<file path="src/rtl/tt_scan_driver.sv">
// -----------------------------------------------------------------------------
// tt_scan_driver
//
// Exhaustive stimulus/capture driver for single-output combinational netlists.
// Walks every input vector 0 .. 2^N_IN-1 in ascending order on x_o, samples the
// netlist output y_i once per vector and packs the samples into OUT_W-bit
// truth-table words, which are streamed out over a valid/ready handshake.
//
// Parameters:
//   N_IN      number of netlist inputs (1..16)
//   OUT_W     truth-table word width (power of two, divides 2^N_IN, >= 2)
//   EVAL_LAT  cycles between an x_o change and a valid y_i (0 = combinational)
//
// Ports:
//   clk, rst_n            clock (rising edge), asynchronous active-low reset
//   start                 begin a scan (only honoured in IDLE)
//   busy, done            scan in progress / one-cycle completion pulse
//   x_o                   input vector driven onto the netlist
//   y_i                   netlist output y0
//   tt_data, tt_valid,
//   tt_ready, tt_last     truth-table word stream; bit j = f(word*OUT_W + j)
//   sig, sig_valid        (TT_SCAN_SIG_EN only) CRC-16-CCITT of all samples
//
// Build option:
//   TT_SCAN_SIG_EN  adds the sig/sig_valid signature outputs.
//
// States:
//   S_IDLE  | waiting for start, x_o = 0
//   S_DRIVE | x_o = idx presented (first cycle of the evaluation window)
//   S_WAIT  | holding x_o while the netlist output settles (EVAL_LAT > 0)
//   S_EMIT  | full word presented on tt_data, waiting for tt_ready
//   S_DONE  | one-cycle completion pulse
// -----------------------------------------------------------------------------
module tt_scan_driver #(
    parameter int N_IN     = 8,
    parameter int OUT_W    = 16,
    parameter int EVAL_LAT = 0
) (
    input  logic              clk,
    input  logic              rst_n,
    input  logic              start,
    output logic              busy,
    output logic              done,
    output logic [N_IN-1:0]   x_o,
    input  logic              y_i,
    output logic [OUT_W-1:0]  tt_data,
    output logic              tt_valid,
    input  logic              tt_ready,
    output logic              tt_last
`ifdef TT_SCAN_SIG_EN
    ,
    output logic [15:0]       sig,
    output logic              sig_valid
`endif
);

    typedef enum logic [2:0] {
        S_IDLE  = 3'd0,
        S_DRIVE = 3'd1,
        S_WAIT  = 3'd2,
        S_EMIT  = 3'd3,
        S_DONE  = 3'd4
    } state_t;

    // The WAIT down-counter is loaded with EVAL_LAT-1 in DRIVE, so DRIVE plus
    // the WAIT cycles span exactly EVAL_LAT+1 cycles of a stable x_o.
    localparam int CNT_LOAD_I = (EVAL_LAT > 0) ? EVAL_LAT - 1 : 0;
    localparam int CNT_W      = (CNT_LOAD_I > 0) ? $clog2(CNT_LOAD_I + 1) : 1;

    localparam logic [CNT_W-1:0] CNT_LOAD = CNT_W'(CNT_LOAD_I);
    localparam logic [N_IN-1:0]  BIT_MASK = N_IN'(OUT_W - 1);

    state_t             state_q, state_d;
    logic [N_IN-1:0]    idx_q, idx_d;
    logic [OUT_W-1:0]   word_q, word_d;
    logic [CNT_W-1:0]   cnt_q, cnt_d;

    logic               sample_now;
    logic               word_end;
    logic               idx_last;

    assign sample_now = ((state_q == S_DRIVE) && (EVAL_LAT == 0)) ||
                        ((state_q == S_WAIT) && (cnt_q == '0));
    assign word_end   = ((idx_q & BIT_MASK) == BIT_MASK);
    assign idx_last   = (idx_q == '1);

    // ---------------------------------------------------------------- state reg
    always_ff @(posedge clk or negedge rst_n) begin
        if (!rst_n) begin
            state_q <= S_IDLE;
        end else begin
            state_q <= state_d;
        end
    end

    // --------------------------------------------------------------- next state
    always_comb begin
        state_d = state_q;
        case (state_q)
            S_IDLE: begin
                if (start) state_d = S_DRIVE;
            end
            S_DRIVE: begin
                if (EVAL_LAT > 0)  state_d = S_WAIT;
                else if (word_end) state_d = S_EMIT;
                else               state_d = S_DRIVE;
            end
            S_WAIT: begin
                if (cnt_q == '0) state_d = word_end ? S_EMIT : S_DRIVE;
            end
            S_EMIT: begin
                if (tt_ready) state_d = idx_last ? S_DONE : S_DRIVE;
            end
            S_DONE: begin
                state_d = S_IDLE;
            end
            default: begin
                state_d = S_IDLE;
            end
        endcase
    end

    // ------------------------------------------------------------------ outputs
    always_comb begin
        busy     = 1'b0;
        done     = 1'b0;
        tt_valid = 1'b0;
        tt_last  = 1'b0;
        case (state_q)
            S_DRIVE, S_WAIT: busy = 1'b1;
            S_EMIT: begin
                busy     = 1'b1;
                tt_valid = 1'b1;
                tt_last  = idx_last;
            end
            S_DONE:  done = 1'b1;
            default: ;
        endcase
    end

    assign x_o     = idx_q;
    assign tt_data = word_q;

    // ---------------------------------------------------------------- datapath
    always_comb begin
        idx_d  = idx_q;
        word_d = word_q;
        cnt_d  = cnt_q;
        case (state_q)
            S_IDLE: begin
                if (start) begin
                    idx_d  = '0;
                    word_d = '0;
                end
            end
            S_DRIVE: cnt_d = CNT_LOAD;
            S_WAIT: begin
                if (cnt_q != '0) cnt_d = cnt_q - CNT_W'(1);
            end
            S_EMIT: begin
                if (tt_ready && !idx_last) begin
                    idx_d  = idx_q + N_IN'(1);
                    word_d = '0;
                end
            end
            S_DONE:  idx_d = '0;
            default: ;
        endcase
        // The word register is cleared before each word, so OR-ing the
        // sample into its bit position is enough.
        if (sample_now) begin
            word_d = word_q | (OUT_W'(y_i) << (idx_q & BIT_MASK));
            if (!word_end) idx_d = idx_q + N_IN'(1);
        end
    end

    always_ff @(posedge clk or negedge rst_n) begin
        if (!rst_n) begin
            idx_q  <= '0;
            word_q <= '0;
            cnt_q  <= '0;
        end else begin
            idx_q  <= idx_d;
            word_q <= word_d;
            cnt_q  <= cnt_d;
        end
    end

`ifdef TT_SCAN_SIG_EN
    // CRC-16-CCITT, MSB-first, one sampled bit per step.
    localparam logic [15:0] CRC_POLY = 16'h1021;

    logic [15:0] sig_q, sig_d;

    always_comb begin
        sig_d = sig_q;
        if ((state_q == S_IDLE) && start) begin
            sig_d = 16'hFFFF;
        end else if (sample_now) begin
            sig_d = {sig_q[14:0], 1'b0} ^ ((sig_q[15] ^ y_i) ? CRC_POLY : 16'h0000);
        end
    end

    always_ff @(posedge clk or negedge rst_n) begin
        if (!rst_n) begin
            sig_q <= 16'hFFFF;
        end else begin
            sig_q <= sig_d;
        end
    end

    assign sig       = sig_q;
    assign sig_valid = (state_q == S_DONE);
`endif

endmodule

</file>
<file path="config.mk">
export PLATFORM = sky130hd
export DESIGN_NAME = tt_scan_driver
export DESIGN_NICKNAME = d
export VERILOG_FILES = /design/src/rtl/tt_scan_driver.sv
export SDC_FILE = /design/constraint.sdc
export NUM_CORES = 1
export LEC_CHECK = 0
export ABC_AREA = 1
export CORE_ASPECT_RATIO = 0.75
export CORE_MARGIN = 2
export CORE_UTILIZATION = 45
export CTS_BUF_LIST = sky130_fd_sc_hd__clkbuf_4 sky130_fd_sc_hd__clkbuf_8 sky130_fd_sc_hd__clkbuf_16
export DETAILED_ROUTE_END_ITERATION = 16
export GPL_TIMING_DRIVEN = 0
export PLACE_DENSITY_LB_ADDON = 0.08
export SYNTH_ARGS = -nofsm -noshare
export SYNTH_HDL_FRONTEND = slang
export SYNTH_SLANG_ARGS = --single-unit
export TNS_END_PERCENT = 20
</file>
<file path="constraint.sdc">
create_clock -name clk -period 1.6 [get_ports clk]
set_clock_uncertainty 0.05 [all_clocks]
set_input_delay 0.4 -clock clk [delete_from_list [all_inputs] [get_ports clk]]
set_output_delay 0.4 -clock clk [all_outputs]
set_load 0.02 [all_outputs]
</file>
After elaboration in Yosys (flattened, before gate mapping)
Cells that the tools add are included.
{ "classes": {"addsub": 2, "multipliers": 0, "div_mod_pow": 0, "order_cmp": 0, "n_eq_ne": 11, "shifts": 1, "mux": 21, "bitwise": 2, "n_reduce_logical": 10} }
{ "op_table": {"columns": ["cell", "n"], "rows": [
  ["2-to-1 mux 16 bit", 3],
  ["2-to-1 mux 8 bit", 4],
  ["one-hot mux 16 bit (2 select lines)", 1],
  ["one-hot mux 8 bit (3 select lines)", 1],
  ["bitwise OR 16 bit", 1],
  ["<< shifter 1 x 4 -> 16 bit", 1],
  ["2-to-1 mux 3 bit", 4],
  ["one-hot mux 3 bit (4 select lines)", 1],
  ["adder 8 x 1 -> 8 bit, second input constant", 1],
  ["equality test 8 bit, second input constant", 1],
  ["equality test 3 x 2 -> 1 bit, second input constant", 2],
  ["!= test 2 bit, second input constant", 3],
  ["!= test 3 bit, second input constant", 2],
  ["AND reduction 3 bit", 2],
  ["2-to-1 mux 1 bit", 5],
  ["equality test 4 bit, second input constant", 1],
  ["equality test 3 x 1 -> 1 bit, second input constant", 1],
  ["equality test 3 bit, second input constant", 1],
  ["zero test 3 bit", 1],
  ["nonzero test 3 bit", 1],
  ["OR reduction 3 bit", 1],
  ["logical AND 1 bit", 2],
  ["2-to-1 mux 2 bit", 1],
  ["one-hot mux 1 bit (2 select lines)", 1],
  ["other kinds (5)", 5]
]} }
{ "word_totals": {"register_bits": 28, "latchBits": 0, "ramBits": 0, "mem_bits_ro": 0, "mem_count": 0} }

Longest topological paths before layout
{ "depth": {"ltp_word": 7, "mapped_depth": 9, "ltp_nobuf": 9} }

Least setup slack after synthesis
Ideal clock, no wire load.
{ "synth_timing": {"path_kind": "register to output", "start": "reg idx_q[1], in the netlist x_o[1]", "end": "out tt_last", "t_arrival_ns": 1.240, "path_slack_ns": -0.090, "path_stages_with_launch": 6, "cell_sequence": "dfrtp_1 -> ha_1 -> nand2_2 -> nor2_4 -> nand3_1 -> inv_1"} }
{ "synth_between": {"elab_chain_cells": 2} }
{ "synth_lines": {"columns": ["element", "line", "source"], "rows": [
  ["from (decl)", "74", "logic [N_IN-1:0] idx_q, idx_d;"],
  ["from (signal assigned)", "183", "idx_q <= idx_d;"],
  ["equality test 8 bit", "85", "assign idx_last = (idx_q == '1);"],
  ["2-to-1 mux 1 bit", "129", "case (state_q)"],
  ["to (decl)", "49", "output logic tt_last"]
]} }
Every way passes these cells.

Worst setup path in the final report
{ "layout_timing": {"start": "reg idx_q[0], in the netlist x_o[0]", "end": "out tt_last"} }
The elaborated chain is that of the path after synthesis.

==> out/qor.yml <==
cells_and_area:
  stdcell_area_um2: 1983
  layout_commonest_cell: "nand2_1"
  layout_common_cells: "44 x nand2_1, 23 x dfrtp_1, 23 x dlygate4sd2_1"
  nets: 236
  layout.cells.non_filler: 267
  post-route-util_pct: 66.60
  antenna_cells: 0
  layout-drive-gt1-share_pct: 24.02
  area_growth_pct: 39.89
drt:
  dr.pass1.iters: 5
  vias: 1368
  drtAntennaViolNets: 0
  post-route-drc-count: 0
  wire_per_inst_um: 13.68
  wl_um: 3652
  drt_iter0_drc: 134
  via_per_inst: 5.124
outcome:
  outcome: "complete, but fails checks"
  violations: "setup timing"
clocking:
  ctsHoldBuffers: 0
  clkTransAtPathRegs_ns: 0.09
  htree_levels: 1
  clk_latency_ns: 0.26
  clockBufferDepth: 2
  cts.sinks: 27
  cts_made_buffers: 3
  cts_tree: "yes"
  cts_root_buf: "clkbuf_8"
power_and_ir_drop:
  power_density_nw_per_um2: 2078
  power.internal_mw: 2.172
  switchingPower_mw: 1.950
  ir_drop_v: 0.0009360
  p_leak_nw: 0.9910
  seqPwrFrac_pct: 28.1
  switching_share_pct: 47.31
  power_frac_clock_pct: 9.5
  pwr-share-comb_pct: 62.4
  power_mw: 4.121
setup_path:
  rr_worst_depth: 10
  r2r_start: "x_o[0]"
  cpPeakStageDelay_ns: 0.37
  critPathArrivalTime_ns: 1.32
  end_kind: "output port"
  worstReg2RegEnd: "tt_data[2]"
  setup.worst_path.class: "register to output port"
  slowest_stage: "dfrtp_2"
  cpMostUsedCell: "buf_6"
  worst-path-max-fanout: 2
  worst_ep_required_time_ns: 1.15
  crit_chain: "buf_6, ha_4, nand2_4, nor2_4, nand3_2, inv_2, buf_6"
  reg2reg_slack_ns: -0.03
  startpoint_type: "register"
placement:
  portBuffers: 32
  dp_cells: 250
  dp_hpwl_um: 2408
  preCtsSetupSlack_ns: -0.6085
  gp_congestion: 0.8371
  placed_cell_area_um2: 1788
min_path:
  hold_path.class: "input pin to async pin"
synthesis:
  netlist_top_cells_area: "dfrtp_1 48%, nand2_1 13%, o21ai_0 7.4%, nor2_1 4.8%, inv_1 4.2%"
  synth_top_area_share_pct: 47.66
  syn_avg_cell_area_um2: 7.876
  synth.cell_area_um2: 1418
  ys_types: 26
  ys_warn_count: 0
  syn_nets: 186
  synth_cells: 180
  synth-seq-cells: 27
  yosysSeqAreaShare_pct: 47.66
  synth_area_leader_cell: "dfrtp_1"
grt:
  antenna_found_initial: 0
  overflow: 0
  grt_pass1_wl_um: 6099
  grt_max_degree: 28
  grt_pass1_vias: 1308
  gr-usage-all-layers_pct: 22.92
die:
  core_um2: 2978
  start_util_pct: 47.61
  die_area_um2: 3620
  rows: 17
  pin_count: 33
  die_h_um: 52.61
  fp.dieW_um: 68.81
timing:
  tns_ns: -0.7108
  min_period_ns: 1.766
  finalHoldViolCount: 0
  max_slew_margin_pct: 21.89
  fmax_mhz: 566.1
  setup_violations: 19
  finalMaxSlewViolations: 0
  tightestPinTransition_ns: 1.172
  finalWorstSetupSlack_ns: -0.1664
  hold_ws_ns: 0.4344
  period_share_pct: 110.4
  rsz0062_at_grt: "yes"
job:
  cap_violations: 0
-- flip-flops by register name, summed over array words and instances, names as in the netlist, named ones only --
signal,cells
tt_data,16
x_o,7
state_q,3
-- worst max-delay path: cells and delay by family (launching register included) --
| family | cells | cell delay (ns) |
|---|---|---|
| adder cells (fa/ha/maj) | 1 | 0.13 |
| buffers and inverters | 3 | 0.29 |
| flip-flops | 1 | 0.37 |
| AND/OR/NAND/NOR | 3 | 0.26 |
-- layout make-up --
type                       instances  area [um2]
clock buffer                       4       48.80
inverter                          18       67.56
multi-input combinational        131       700.7
tap                               38       47.55
fill                             252       994.7
buffer                             4       33.78
sequential                        27       680.7
timing repair buffer              45       404.1
-- power groups by stage --
| stage | combinational (mW) | clock, mW | sequential (mW) |
|---|---|---|---|
| 5_1_grt | 2.84 | 0.433 | 1.20 |
| 2_1_floorplan | 1.13 | 0 | 1.43 |
| 6_report | 2.57 | 0.392 | 1.16 |
| 3_5_place_dp | 2.21 | 0 | 1.20 |
| 3_3_place_gp | 2.17 | 0 | 1.18 |
| 4_1_cts | 2.43 | 0.404 | 1.15 |
-- per-layer routing --
layer | global-route usage (%) | routed length, um | up-vias
li1 | - | - | 683
met1 | 31.16 | 1593 | 632
met2 | 38.14 | 1811 | 49
met3 | 4.731 | 210 | 4
met4 | 3.922 | 36 | 0
met5 | 0 | 0 | -
-- worst max-delay path by stage --
stage	start	end	slack, ns
detailed placement	state_q[0]	busy	-0.61
floorplan	x_o[1]	tt_last	0.01
CTS	x_o[0]	tt_last	-0.17
finish	x_o[0]	tt_last	-0.17
global route	state_q[1]	tt_last	-0.22
global placement	state_q[0]	busy	-0.59
-- cell families (layout without fill, tap and decap cells) --
group                    count (synthesis)  count (layout)  share of synthesized area [%]
AO/OA/AOI/OAI                           36              36                          14.47
XOR/XNOR                                 1               1                         0.6179
adder cells (fa/ha/maj)                  1               1                         0.8825
buffers and inverters                   22              71                          6.708
flip-flops                              27              27                          47.66
AND/OR/NAND/NOR                         93              93                          29.66
-- cell usage after synthesis, drive strengths merged --
library cell and number:
a21oi 9, buf 3, clkbuf 1, dfrtp 27, ha 1, inv 18, nand2 52, nand3 10
nand3b 1, nand4 3, nor2 22, nor3 4, o211ai 1, o21ai 24, o21bai 2, or2 1
xor2 1
-- timing repair --
item | 4_1_cts | 5_1_grt
endpoints found under the setup margin | 55 | 32
hold endpoints to repair | 0 | 0
pin swaps | 5 | 6
cloned | 0 | 1
setup buffers | 9 | 3
gates resized for setup | 68 | 14
(Power assumes the default switching activity.)
